--- config.mk ---
export PLATFORM = sky130hd
export DESIGN_NAME = controle_mux_rr
export DESIGN_NICKNAME = d
export VERILOG_FILES = /design/src/rtl/controle_mux_pkg.sv /design/src/rtl/seletor_rr_prioridade.sv /design/src/rtl/controle_mux_rr.sv
export SDC_FILE = /design/constraint.sdc
export NUM_CORES = 1
export LEC_CHECK = 0
export CAP_MARGIN = 5
export CELL_PAD_IN_SITES_DETAIL_PLACEMENT = 1
export CELL_PAD_IN_SITES_GLOBAL_PLACEMENT = 1
export CORE_MARGIN = 3
export CORE_UTILIZATION = 33
export DETAILED_ROUTE_END_ITERATION = 10
export PLACE_DENSITY = 0.89
export SLEW_MARGIN = 20
export SYNTH_ARGS = -nofsm -noshare
export SYNTH_HDL_FRONTEND = slang
export SYNTH_HIERARCHICAL = 1
export SYNTH_SLANG_ARGS = --single-unit
--- constraint.sdc ---
create_clock -name clock -period 5.4 [get_ports clock]
set_clock_uncertainty 0.05 [all_clocks]
set_input_delay 1.08 -clock clock [delete_from_list [all_inputs] [get_ports clock]]
set_output_delay 1.08 -clock clock [all_outputs]
set_load 0.005 [all_outputs]
--- src/rtl/controle_mux_pkg.sv ---
// Shared types and widths for the round-robin 8:1 selector controller.
package controle_mux_pkg;
  localparam int N_FONTES  = 8;
  localparam int LARG_SEL  = 3;
  localparam int LARG_DADO = 4;

  typedef enum logic {OCIOSO, CONCEDIDO} estado_t;
  typedef logic [LARG_DADO-1:0] dado_t;
  typedef logic [LARG_SEL-1:0]  sel_t;
endpackage

--- src/rtl/seletor_rr_prioridade.sv ---
// Combinational rotating-priority pick: first set request at ptr, ptr+1, ... (mod 8).
module seletor_rr_prioridade
  import controle_mux_pkg::*;
(
  input  logic [N_FONTES-1:0] req,
  input  sel_t                ptr,
  output sel_t                vencedor,
  output logic                achou
);
  sel_t idx;

  // Scan from the far end so the lowest offset from ptr is written last and wins.
  always_comb begin
    vencedor = '0;
    achou    = 1'b0;
    idx      = '0;
    for (int i = N_FONTES-1; i >= 0; i--) begin
      idx = ptr + sel_t'(i);
      if (req[idx]) begin
        vencedor = idx;
        achou    = 1'b1;
      end
    end
  end
endmodule

--- src/rtl/controle_mux_rr.sv ---
// Round-robin grant of the shared 8:1 four-bit selector, with bounded hold time.
module controle_mux_rr
  import controle_mux_pkg::*;
#(
  parameter int HOLD = 4
) (
  input  logic                clock,
  input  logic                reset,
  input  logic [N_FONTES-1:0] REQ,
  input  dado_t               S0,
  input  dado_t               S1,
  input  dado_t               S2,
  input  dado_t               S3,
  input  dado_t               S4,
  input  dado_t               S5,
  input  dado_t               S6,
  input  dado_t               S7,
  output logic [N_FONTES-1:0] GNT,
  output sel_t                SEL,
  output sel_t                ID,
  output dado_t               SAIDA,
  output logic                VALIDO
);
  localparam int CW = $clog2(HOLD + 1);

  estado_t         estado, estado_prox;
  sel_t            ptr, ptr_prox, ptr_pick, sel_prox, vencedor;
  logic            achou, liberar;
  logic [CW-1:0]   cnt, cnt_prox;
  dado_t           saida_prox;
  dado_t           dados [N_FONTES];

  assign dados[0] = S0;
  assign dados[1] = S1;
  assign dados[2] = S2;
  assign dados[3] = S3;
  assign dados[4] = S4;
  assign dados[5] = S5;
  assign dados[6] = S6;
  assign dados[7] = S7;

  // On release the pointer moves past the holder before the pick in the same edge.
  assign liberar  = (estado == CONCEDIDO) && (!REQ[SEL] || cnt == CW'(HOLD));
  assign ptr_pick = liberar ? SEL + sel_t'(1) : ptr;

  seletor_rr_prioridade u_sel (
    .req      (REQ),
    .ptr      (ptr_pick),
    .vencedor (vencedor),
    .achou    (achou)
  );

  always_comb begin
    estado_prox = estado;
    ptr_prox    = ptr;
    sel_prox    = SEL;
    cnt_prox    = cnt;
    saida_prox  = SAIDA;
    case (estado)
      OCIOSO: begin
        if (achou) begin
          estado_prox = CONCEDIDO;
          sel_prox    = vencedor;
          cnt_prox    = CW'(1);
          saida_prox  = dados[vencedor];
        end else begin
          cnt_prox   = '0;
          saida_prox = '0;
        end
      end
      CONCEDIDO: begin
        if (!liberar) begin
          cnt_prox   = cnt + CW'(1);
          saida_prox = dados[SEL];
        end else begin
          ptr_prox = ptr_pick;
          if (achou) begin
            sel_prox   = vencedor;
            cnt_prox   = CW'(1);
            saida_prox = dados[vencedor];
          end else begin
            estado_prox = OCIOSO;
            cnt_prox    = '0;
            saida_prox  = '0;
          end
        end
      end
      default: estado_prox = OCIOSO;
    endcase
  end

  always_ff @(posedge clock) begin
    if (reset) begin
      estado <= OCIOSO;
      ptr    <= '0;
      cnt    <= '0;
      SEL    <= '0;
      SAIDA  <= '0;
    end else begin
      estado <= estado_prox;
      ptr    <= ptr_prox;
      cnt    <= cnt_prox;
      SEL    <= sel_prox;
      SAIDA  <= saida_prox;
    end
  end

  assign VALIDO = (estado == CONCEDIDO);
  assign GNT    = VALIDO ? ({{(N_FONTES-1){1'b0}}, 1'b1} << SEL) : '0;
  assign ID     = SEL;
endmodule

* Yosys cells after proc, flatten, opt, wreduce, memory -nomap -nowiden *
Cells that the tools add are included.

storage, ports and cells
  logic and storage cells = 89
  input bits = 42
  register bits = 14

operators by class
  reductions and logical operators = 4
  bitwise gates (word level) = 3
  shift operators = 1
  magnitude comparators = 11
  equality and inequality tests = 2
  multiplexer cells = 54
  $add $sub $neg = 9

operators with widths
  operator               number
  $lt A3 B4 Y1 const B   9
  $mux W3                12
  $bmux W1 S3            9
  $bmux W4 S3            2
  $mux W4                6
  $mux W1                20
  $add A3 B3 Y3 const B  4
  $pmux W3 S2            2
  $add A3 B1 Y3 const B  3
  $ge A4 B4 Y1 const B   2
  $mux W8                1
  $not A3 Y4             2
  $pmux W4 S2            1
  $shl A1 B3 Y8 const A  1
  $add A3 B2 Y3 const B  2
  $eq A3 B3 Y1 const B   1
  $ne A2 B1 Y1 const B   1
  $pmux W1 S2            1
  $reduce_and A2 Y1      1
  $logic_and A1 B1 Y1    1
  $logic_not A1 Y1       1
  $logic_or A1 B1 Y1     1
  $not A1 Y1             1

* Depth between registers and ports, before layout *
Gate-level depths: netlist of the first run.

  word-level depth = 24
  depth in mapped cells = 23
  gate-level depth less buffers = 18

* By module *
Netlist of the first run, hierarchy kept.

modules (own cells, without submodules)
  module                 cells each  instances  area an instance (um^2)  seq. area each (um^2)
  controle_mux_rr        125         1          1347.5                   280.3
  seletor_rr_prioridade  90          1          782.0                    0.0

* Worst setup path before layout of the first run *
Ideal clock, no wire load.

  path type = input to register
  start = input port REQ[3]
  end = register SAIDA[3]
  path buffers = 5
  arrival time = 5480 ps
  cell stages on the path = 22
  setup slack = -263 ps
  library setup time = 132 ps
  data required time = 5218 ps
  cell sequence = mux2i_1 -> nor3_2 -> o31ai_2 -> and2_1 -> buf_4 -> mux2_4 -> buf_4 -> buf_4 -> inv_1 -> ha_1 -> clkbuf_1 -> mux4_2 -> mux2_4 -> o21ai_2 -> a31oi_1 -> o21bai_1 -> mux2_1 -> buf_2 -> mux4_2 -> mux2_2 -> a21oi_1 -> a311oi_2

on the way
  longest elaborated chain between the ends = 24
  elaborated cells between the ends (all ways) = 52
  those cells by class = 7 x add/sub; 41 x mux; 1 x bitwise; 3 x reduce/logical

RTL lines
  what                                           line                                          RTL
  start, declared                                controle_mux_rr.sv:9                          input logic [N_FONTES-1:0] REQ,
  $bmux W1 S3 *                                  controle_mux_rr.sv:43                         assign liberar = (estado == CONCEDIDO) && (!REQ[SEL] || cnt == CW'(HOLD));
  $mux W1 (implied by the code) *                controle_mux_rr.sv:43
  $logic_not A1 Y1 *                             controle_mux_rr.sv:43
  $logic_or A1 B1 Y1 *                           controle_mux_rr.sv:43
  $logic_and A1 B1 Y1 *                          controle_mux_rr.sv:43
  $mux W3 *                                      controle_mux_rr.sv:44                         assign ptr_pick = liberar ? SEL + sel_t'(1) : ptr;
  net ptr_pick[1]                                controle_mux_rr.sv:27                         sel_t ptr, ptr_prox, ptr_pick, sel_prox, vencedor;
  $add A3 B3 Y3                                  seletor_rr_prioridade.sv:18                   idx = ptr + sel_t'(i);
  [... 9 more ...]                               n/a
  $mux W3 *                                      seletor_rr_prioridade.sv:19                   if (req[idx]) begin
  net vencedor[0]                                controle_mux_rr.sv:27
  $not A3 Y4 (implied by the code) *             controle_mux_rr.sv:65, controle_mux_rr.sv:80
  $bmux W4 S3 *                                  controle_mux_rr.sv:65, controle_mux_rr.sv:80
  $mux W4 (implied by the code) * (2 in series)  controle_mux_rr.sv:65, controle_mux_rr.sv:80
  $mux W4 *                                      controle_mux_rr.sv:61, controle_mux_rr.sv:77
  $mux W4                                        controle_mux_rr.sv:72                         if (!liberar) begin
  $pmux W4 S2 *                                  controle_mux_rr.sv:59                         case (estado)
  end signal, assigned                           controle_mux_rr.sv:104                        SAIDA <= saida_prox;
  end, declared                                  controle_mux_rr.sv:21                         output dado_t SAIDA,

The timed path passes the listed nets; every way through them passes the cells marked *. The select of a mux whose other input is x is not followed.
A chain may end at the register's enable or synchronous reset.

* Final worst setup path of the first run *
  start = input port REQ[5]
  end = register SAIDA[2]

The elaborated chain is that of the path after synthesis.

==> results of run 1 <==
logic make-up (layout without fill, tap and decap cells):
logic type / Yosys count / after routing
AND/OR/NAND/NOR: 63 / 63
AO/OA/AOI/OAI: 47 / 47
adder cells (fa/ha/maj): 10 / 10
multiplexers: 48 / 48
flip-flops: 14 / 14
XOR/XNOR: 4 / 4
buffers and inverters: 29 / 119
state kept, by name, summed over array words and instances (netlist names):
name and flops:
VALIDO 1, ptr 3, cnt 3, ID 3, SAIDA 4
cells in the final DEF (no fill, tap or decap), types with 2 or more instances in the layout:
master           netlist  routed
inv_1                 10       9
nor2b_1                3       3
mux2_4                 2       4
and2_1                 8       7
mux2_2                 8       7
a311oi_1               4       4
o22ai_2                0       2
buf_12                 0       2
mux4_1                 5       5
nor3_2                 2       3
nand2_1               19      19
dlygate4sd2_1          0       2
dfxtp_1               14      14
a21oi_1               15       9
clkbuf_8               0       4
o21ai_0                2       2
ha_1                  10       9
and3_1                 4       4
buf_4                  8      42
dlymetal6s2s_1         0       4
a31oi_1                3       3
mux4_2                21      21
clkbuf_2               0       2
a21oi_2                0       5
o21ai_1                2       2
nand2b_1               9       9
a211oi_1               3       3
nor2_1                 8       7
clkdlybuf4s50_1        0      52
mux2i_1               11       9
worst min-delay path by stage:
stage,endpoint,from
after detailed placement,ptr[1],ptr[1]
after CTS,ptr[1],ptr[1]
final,ptr[1],ptr[1]
after global placement,ptr[1],ptr[1]
after floorplan,ptr[1],ptr[1]
after global routing,ptr[1],ptr[1]
metrics by stage:
| step | instances | TNS [ns] | hold slack (ns) | worst slack, ns | total power [W] |
|---|---|---|---|---|---|
| 2_1_floorplan | 215 | 0 | 0.391 | 0.00246 | 0.00132 |
| 3_3_place_gp | 372 | -1.51 | 0.408 | -0.383 | 0.00180 |
| 3_5_place_dp | 372 | -3.14 | 0.415 | -0.757 | 0.00189 |
| 4_1_cts | 377 | 0 | 0.425 | 0.0104 | 0.00206 |
| 5_1_grt | 380 | -0.0396 | 0.448 | -0.0190 | 0.00229 |
| 6_report | 380 | 0 | 0.426 | 0.140 | 0.00213 |
area by class of cell:
| class | count | area (um^2) |
|---|---|---|
| fillers | 685 | 2850 |
| multi-input cells | 172 | 1810 |
| repair buffers | 105 | 965 |
| flip-flops and latches | 14 | 280 |
| well taps | 75 | 93.8 |
| clock buffers | 4 | 55.1 |
| inverters | 10 | 42.5 |
worst register-to-register path: stages, from the launching register on:
cell and delay (ns):
dfxtp_1 0.50, mux2i_4 0.33, nor3_2 0.10, o31ai_4 0.31, and2_4 0.23, mux2_4 0.35, buf_4 0.22, mux4_2 0.45
mux2i_2 0.26, o21ai_2 0.09, a31oi_1 0.21, o21bai_1 0.12, mux2_4 0.33, buf_12 0.15, mux4_2 0.43, mux2_2 0.29
a21oi_2 0.14, a311oi_1 0.06
metal layers:
metal,global-route usage,share of wire,up-vias
met5,0,0,-
met2,0.395,0.53,67
li1,-,-,1008
met3,0.0276,0.043,14
met1,0.239,0.41,1089
met4,0.0552,0.025,0
power by group through the flow:
stage | logic (W) | clock network [W] | registers (W)
3_5_place_dp | 0.00173 | 0 | 0.000159
4_1_cts | 0.00180 | 0.000105 | 0.000158
3_3_place_gp | 0.00164 | 0 | 0.000159
5_1_grt | 0.00202 | 0.000111 | 0.000164
2_1_floorplan | 0.00117 | 0 | 0.000158
6_report | 0.00187 | 0.000102 | 0.000160
timing repair:
item	CTS	global route
gates resized for setup	14	20
pin swaps	2	4
setup buffers	1	3
hold buffers	0	0
endpoints found under the hold margin	0	0
endpoints found under the setup margin	4	4
cloned	0	0
==> run_results.csv, run 1 <==
group,metric,value,unit
drt,drtIter0Drc,67,
finish,nNetsFinal,358,
sta,tightest_slew,0.575,ns
yosys,yosys_register_bits,14,
global_route,antenna_found_initial,0,
yosys,synth.distinct_cells,53,
yosys,synthMuxAreaShare,0.397,
placement,dp_hpwl,5950,um
placement,place_congestion,0.873,
setup_path,worstSetupPathType,"in -> reg",
yosys,synth_area_leader_cell,"mux4_2",
setup_path,ff2ff_setup_slack,0.65,ns
run,max_cap_viol_count,0,
yosys,synth_xor_area_frac,0.0165,
setup_path,endpoint,"SAIDA[2]",
cts,cts_root_buffer,"clkbuf_8",
setup_path,cp_cell_sequence,"dlygate4sd2_1 > mux2i_1 > o22ai_2 > o31ai_4 > and2_4 > mux2_4 > buf_4 > mux4_2 > mux2i_2 > o21ai_2 > a31oi_1 > o21bai_1 > mux2_4 > buf_12 > mux4_2 > mux2_2 > a21oi_2 > a311oi_1",
drt,ant_nets,0,
drt,vias,2178,
setup_path,cpMaxStageDelayCell,"mux4_2",
yosys,synth_commonest_cells,"21 x mux4_2, 19 x nand2_1, 15 x a21oi_1, 14 x dfxtp_1, 11 x mux2i_1",
setup_path,endpoint_kind,"flip-flop",
min_path,hold_depth,2,
drt,drc,0,
cts,numCtsBuffers,3,
global_route,gr-total-overflow,0,
finish,diodes,0,
sta,finalHoldViolCount,0,
die,io_pins,61,
pwr,p_sw,0.000914,W
setup_path,r2r-end,"SAIDA[2]",
cts,cts_num_sinks,14,
yosys,synthAdderAreaFrac,0.0588,
pwr,pwr-share-comb,0.877,
sta,maxSlewHeadroom,0.615,
pwr,pwr-share-seq,0.075,
cts,cts_tree,"built",
finish,final_area,3250,um^2
yosys,synthSimpleGateAreaFrac,0.163,
setup_path,cp-start-kind,"primary input",
pwr,swShare,0.428,
global_route,grt_use_total,0.207,
pwr,pwr-share-clk,0.048,
yosys,synth_flop_cell,"dfxtp_1",
finish,drive_above_1_share,0.354,
yosys,synth_compound_area_frac,0.156,
placement,place_area,3060,um^2
global_route,grt_max_degree,19,
die,die_w,86.3,um
setup_path,cpPeakStageDelay,0.45,ns
yosys,synth_area,2130,um^2
yosys,async_flop_share,0,
setup_path,cp_max_fo,12,
cts,h-tree-depth,1,
yosys,avgSynthCellArea,9.90,um^2
sta,drv_slew,0,
setup_path,critPathBufInv,3,
sta,finalCritPeriodShare,0.974,
yosys,synth_top_family_by_area,"multiplexers",
sta,setup_violations,0,
pwr,p_leak,1.33,nW
finish,area_growth,52.4,%
drt,wire_per_inst,19.9,um
sta,period_minus_slack,5.26,ns
pwr,vdd_drop_max,380,uV
setup_path,required,5.45,ns
global_route,grt_pass1_wl,12200,um
pwr,p_int,0.00122,W
die,core-area,6100,um^2
min_path,hp-class,"reg -> reg",
yosys,synth-edff-count,0,
yosys,synthTopCellsByArea,"mux4_2 22%, dfxtp_1 13%, mux4_1 6.2%, ha_1 5.9%, mux2i_1 5.2%",
setup_path,rr_worst_depth,17,
setup_path,r2r_start,"ID[1]",
pwr,p_per_area,657,nW/um^2
setup_path,cp_top_family,"multiplexers",
cts,clk_latency,0.24,ns
setup_path,crit_arrival,5.31,ns
die,start_util,0.349,
yosys,yosys_warnings,6,
drt,wl,7580,um
die,die_h,86.3,um
setup_path,crit_cells,18,
finish,final_util,0.532,
global_route,grt_pass1_vias,2450,
cts,cts.clk_slew.worst_paths,0.06,ns
setup_path,startpoint,"REQ[5]",
yosys,yosysTopAreaCellShare,0.222,
yosys,synth_nets,267,
sta,fmax,0.190,GHz
placement,port_buffers,60,
yosys,synth_most_common_cell,"mux4_2",
yosys,synth_seq_area_share,0.132,
outcome,status,"finished, final reports clean",
yosys,syn_inst,215,
drt,viasPerCell,5.73,
cts,clockBufferDepth,2,
die,die-area,7450,um^2
drt,drt_pass1_iterations,4,
die,rows,28,
(Power assumes the default switching activity.)
==> inputs of run 2 (changes only) <==
--- a/config.mk
+++ b/config.mk
@@ -17,3 +17,4 @@
 export SYNTH_HDL_FRONTEND = slang
 export SYNTH_HIERARCHICAL = 1
 export SYNTH_SLANG_ARGS = --single-unit
+export TNS_END_PERCENT = 1
==> results of run 2 <==
Final layout, timing and power as in run 1 (identical DEF).
==> inputs of run 3 (changes only) <==
--- a/config.mk
+++ b/config.mk
@@ -11,7 +11,9 @@
 export CORE_MARGIN = 3
 export CORE_UTILIZATION = 33
 export DETAILED_ROUTE_END_ITERATION = 10
+export GPL_TIMING_DRIVEN = 0
 export PLACE_DENSITY = 0.89
+export SKIP_LAST_GASP = 1
 export SLEW_MARGIN = 20
 export SYNTH_ARGS = -nofsm -noshare
 export SYNTH_HDL_FRONTEND = slang
==> run_results.csv, run 3 (synthesis gave the netlist of run 1 again) <==
group,metric,value,unit
outcome,status,"finished, final reports clean",
sta,drv_slew,0,
setup_path,cp-start-kind,"primary input",
setup_path,crit_arrival,5.33,ns
finish,drive_above_1_share,0.341,
finish,area_growth,48.5,%
sta,fmax,0.190,GHz
sta,tightest_slew,0.488,ns
sta,setup_slack,0.146,ns
finish,diodes,0,
drt,vias,2171,
sta,finalSetupTns,0,ns
setup_path,worstSetupPathType,"in -> reg",
run,max_cap_viol_count,0,
die,die-area,7450,um^2
sta,finalCritPeriodShare,0.973,
drt,wl,7490,um
cts,cts_tree,"built",
pwr,vdd_drop_max,415,uV
cts,numCtsBuffers,3,
drt,drc,0,
finish,layout_common_cells,"52 x clkdlybuf4s50_1, 26 x buf_4, 22 x mux4_2",
sta,finalHoldViolCount,0,
drt,viasPerCell,5.80,
die,start_util,0.349,
setup_path,required,5.48,ns
sta,maxSlewHeadroom,0.674,
placement,port_buffers,60,
die,core-area,6100,um^2
finish,final_common_cell,"clkdlybuf4s50_1",
placement,pre_cts_ws,-1.34,ns
drt,wire_per_inst,20.0,um
cts,clockBufferDepth,2,
drt,drtIter0Drc,57,
drt,ant_nets,0,
sta,setup_violations,0,
pwr,finalPower,0.00210,W
cts,cts.clk_slew.worst_paths,0.06,ns
min_path,hp-class,"reg -> reg",
die,die_h,86.3,um
global_route,gr-total-overflow,0,
finish,nNetsFinal,352,
global_route,grt_pass1_vias,2346,
global_route,grt_max_degree,12,
cts,h-tree-depth,1,
finish,largest-register,"SAIDA",
global_route,grt_pass1_wl,11900,um
placement,place_area,2880,um^2
setup_path,endpoint_kind,"flip-flop",
die,io_pins,61,
setup_path,cp_max_fo,7,
sta,period_minus_slack,5.25,ns
cts,hold_buffers,0,
drt,drt_pass1_iterations,4,
global_route,grt_use_total,0.202,
placement,dp_hpwl,5650,um
die,die_w,86.3,um
pwr,p_per_area,665,nW/um^2
finish,final_area,3160,um^2
die,rows,28,
global_route,antenna_found_initial,0,
finish,fillers,706,
cts,clk_latency,0.26,ns
cts,cts_num_sinks,14,
finish,final_util,0.519,
finish,largest_reg_flops,4,
cts,cts_root_buffer,"clkbuf_8",
pwr,p_leak,1.26,nW
placement,place_congestion,0.912,
run 3: final timing paths:
| kind | from | to | slack (ns) | depth (start not counted) |
|---|---|---|---|---|
| worst max-delay path | REQ[7] | SAIDA[3] | 0.15 | 21 |
| worst max register to register | ID[0] | SAIDA[3] | 0.40 | 21 |
| worst min register to register | ptr[1] | ptr[1] | 0.42 | 2 |
| worst min-delay path | ptr[1] | ptr[1] | 0.42 | 2 |
run 3: report_power, final:
part           leakage (nW)  switching, W  internal [W]
logic                  1.12      0.000855      0.000980
clock network        0.0288     0.0000437     0.0000649
registers             0.116     0.0000246      0.000135
total                  1.26      0.000923       0.00118
run 3: worst max-delay path: stages:
cell and delay (ns):
buf_6 0.11, mux2i_2 0.16, o22ai_2 0.13, o31ai_2 0.29
and2_1 0.18, buf_6 0.10, mux2_4 0.30, buf_6 0.13
buf_8 0.13, inv_8 0.05, ha_4 0.22, mux4_2 0.35
mux2_4 0.30, o21ai_2 0.11, a31oi_1 0.10, o21bai_2 0.24
mux2_4 0.40, mux4_2 0.46, mux2_4 0.30, a21oi_4 0.12
a311oi_2 0.07
run 3: routing by layer:
metal,up-vias,share of wire,wire length (um),GRT usage
li1,1002,-,-,-
met1,1083,0.39,2930,0.223
met2,77,0.54,4060,0.393
met3,9,0.052,389,0.0285
met4,0,0.014,106,0.0637
met5,-,0,0,0
run 3: final cells by class:
cell class,instances,area (um^2),area share
multi-input cells,173,1800,0.569
repair buffers,81,743,0.235
flip-flops and latches,14,280,0.0886
plain buffers,17,144,0.0455
well taps,75,93.8,0.0297
clock buffers,4,55.1,0.0174
inverters,10,45.0,0.0142
run 3: metrics by stage:
stage	std cells	hold WS, ns
2_1_floorplan	215	0.391
3_3_place_gp	350	0.400
3_5_place_dp	350	0.417
4_1_cts	363	0.428
5_1_grt	374	0.472
6_report	374	0.425
run 3: repair_timing:
action | CTS | global route
gates cloned | 1 | 0
pin swaps | 4 | 10
setup buffers | 9 | 12
endpoints found under the setup margin | 8 | 4
gates resized for setup | 43 | 27
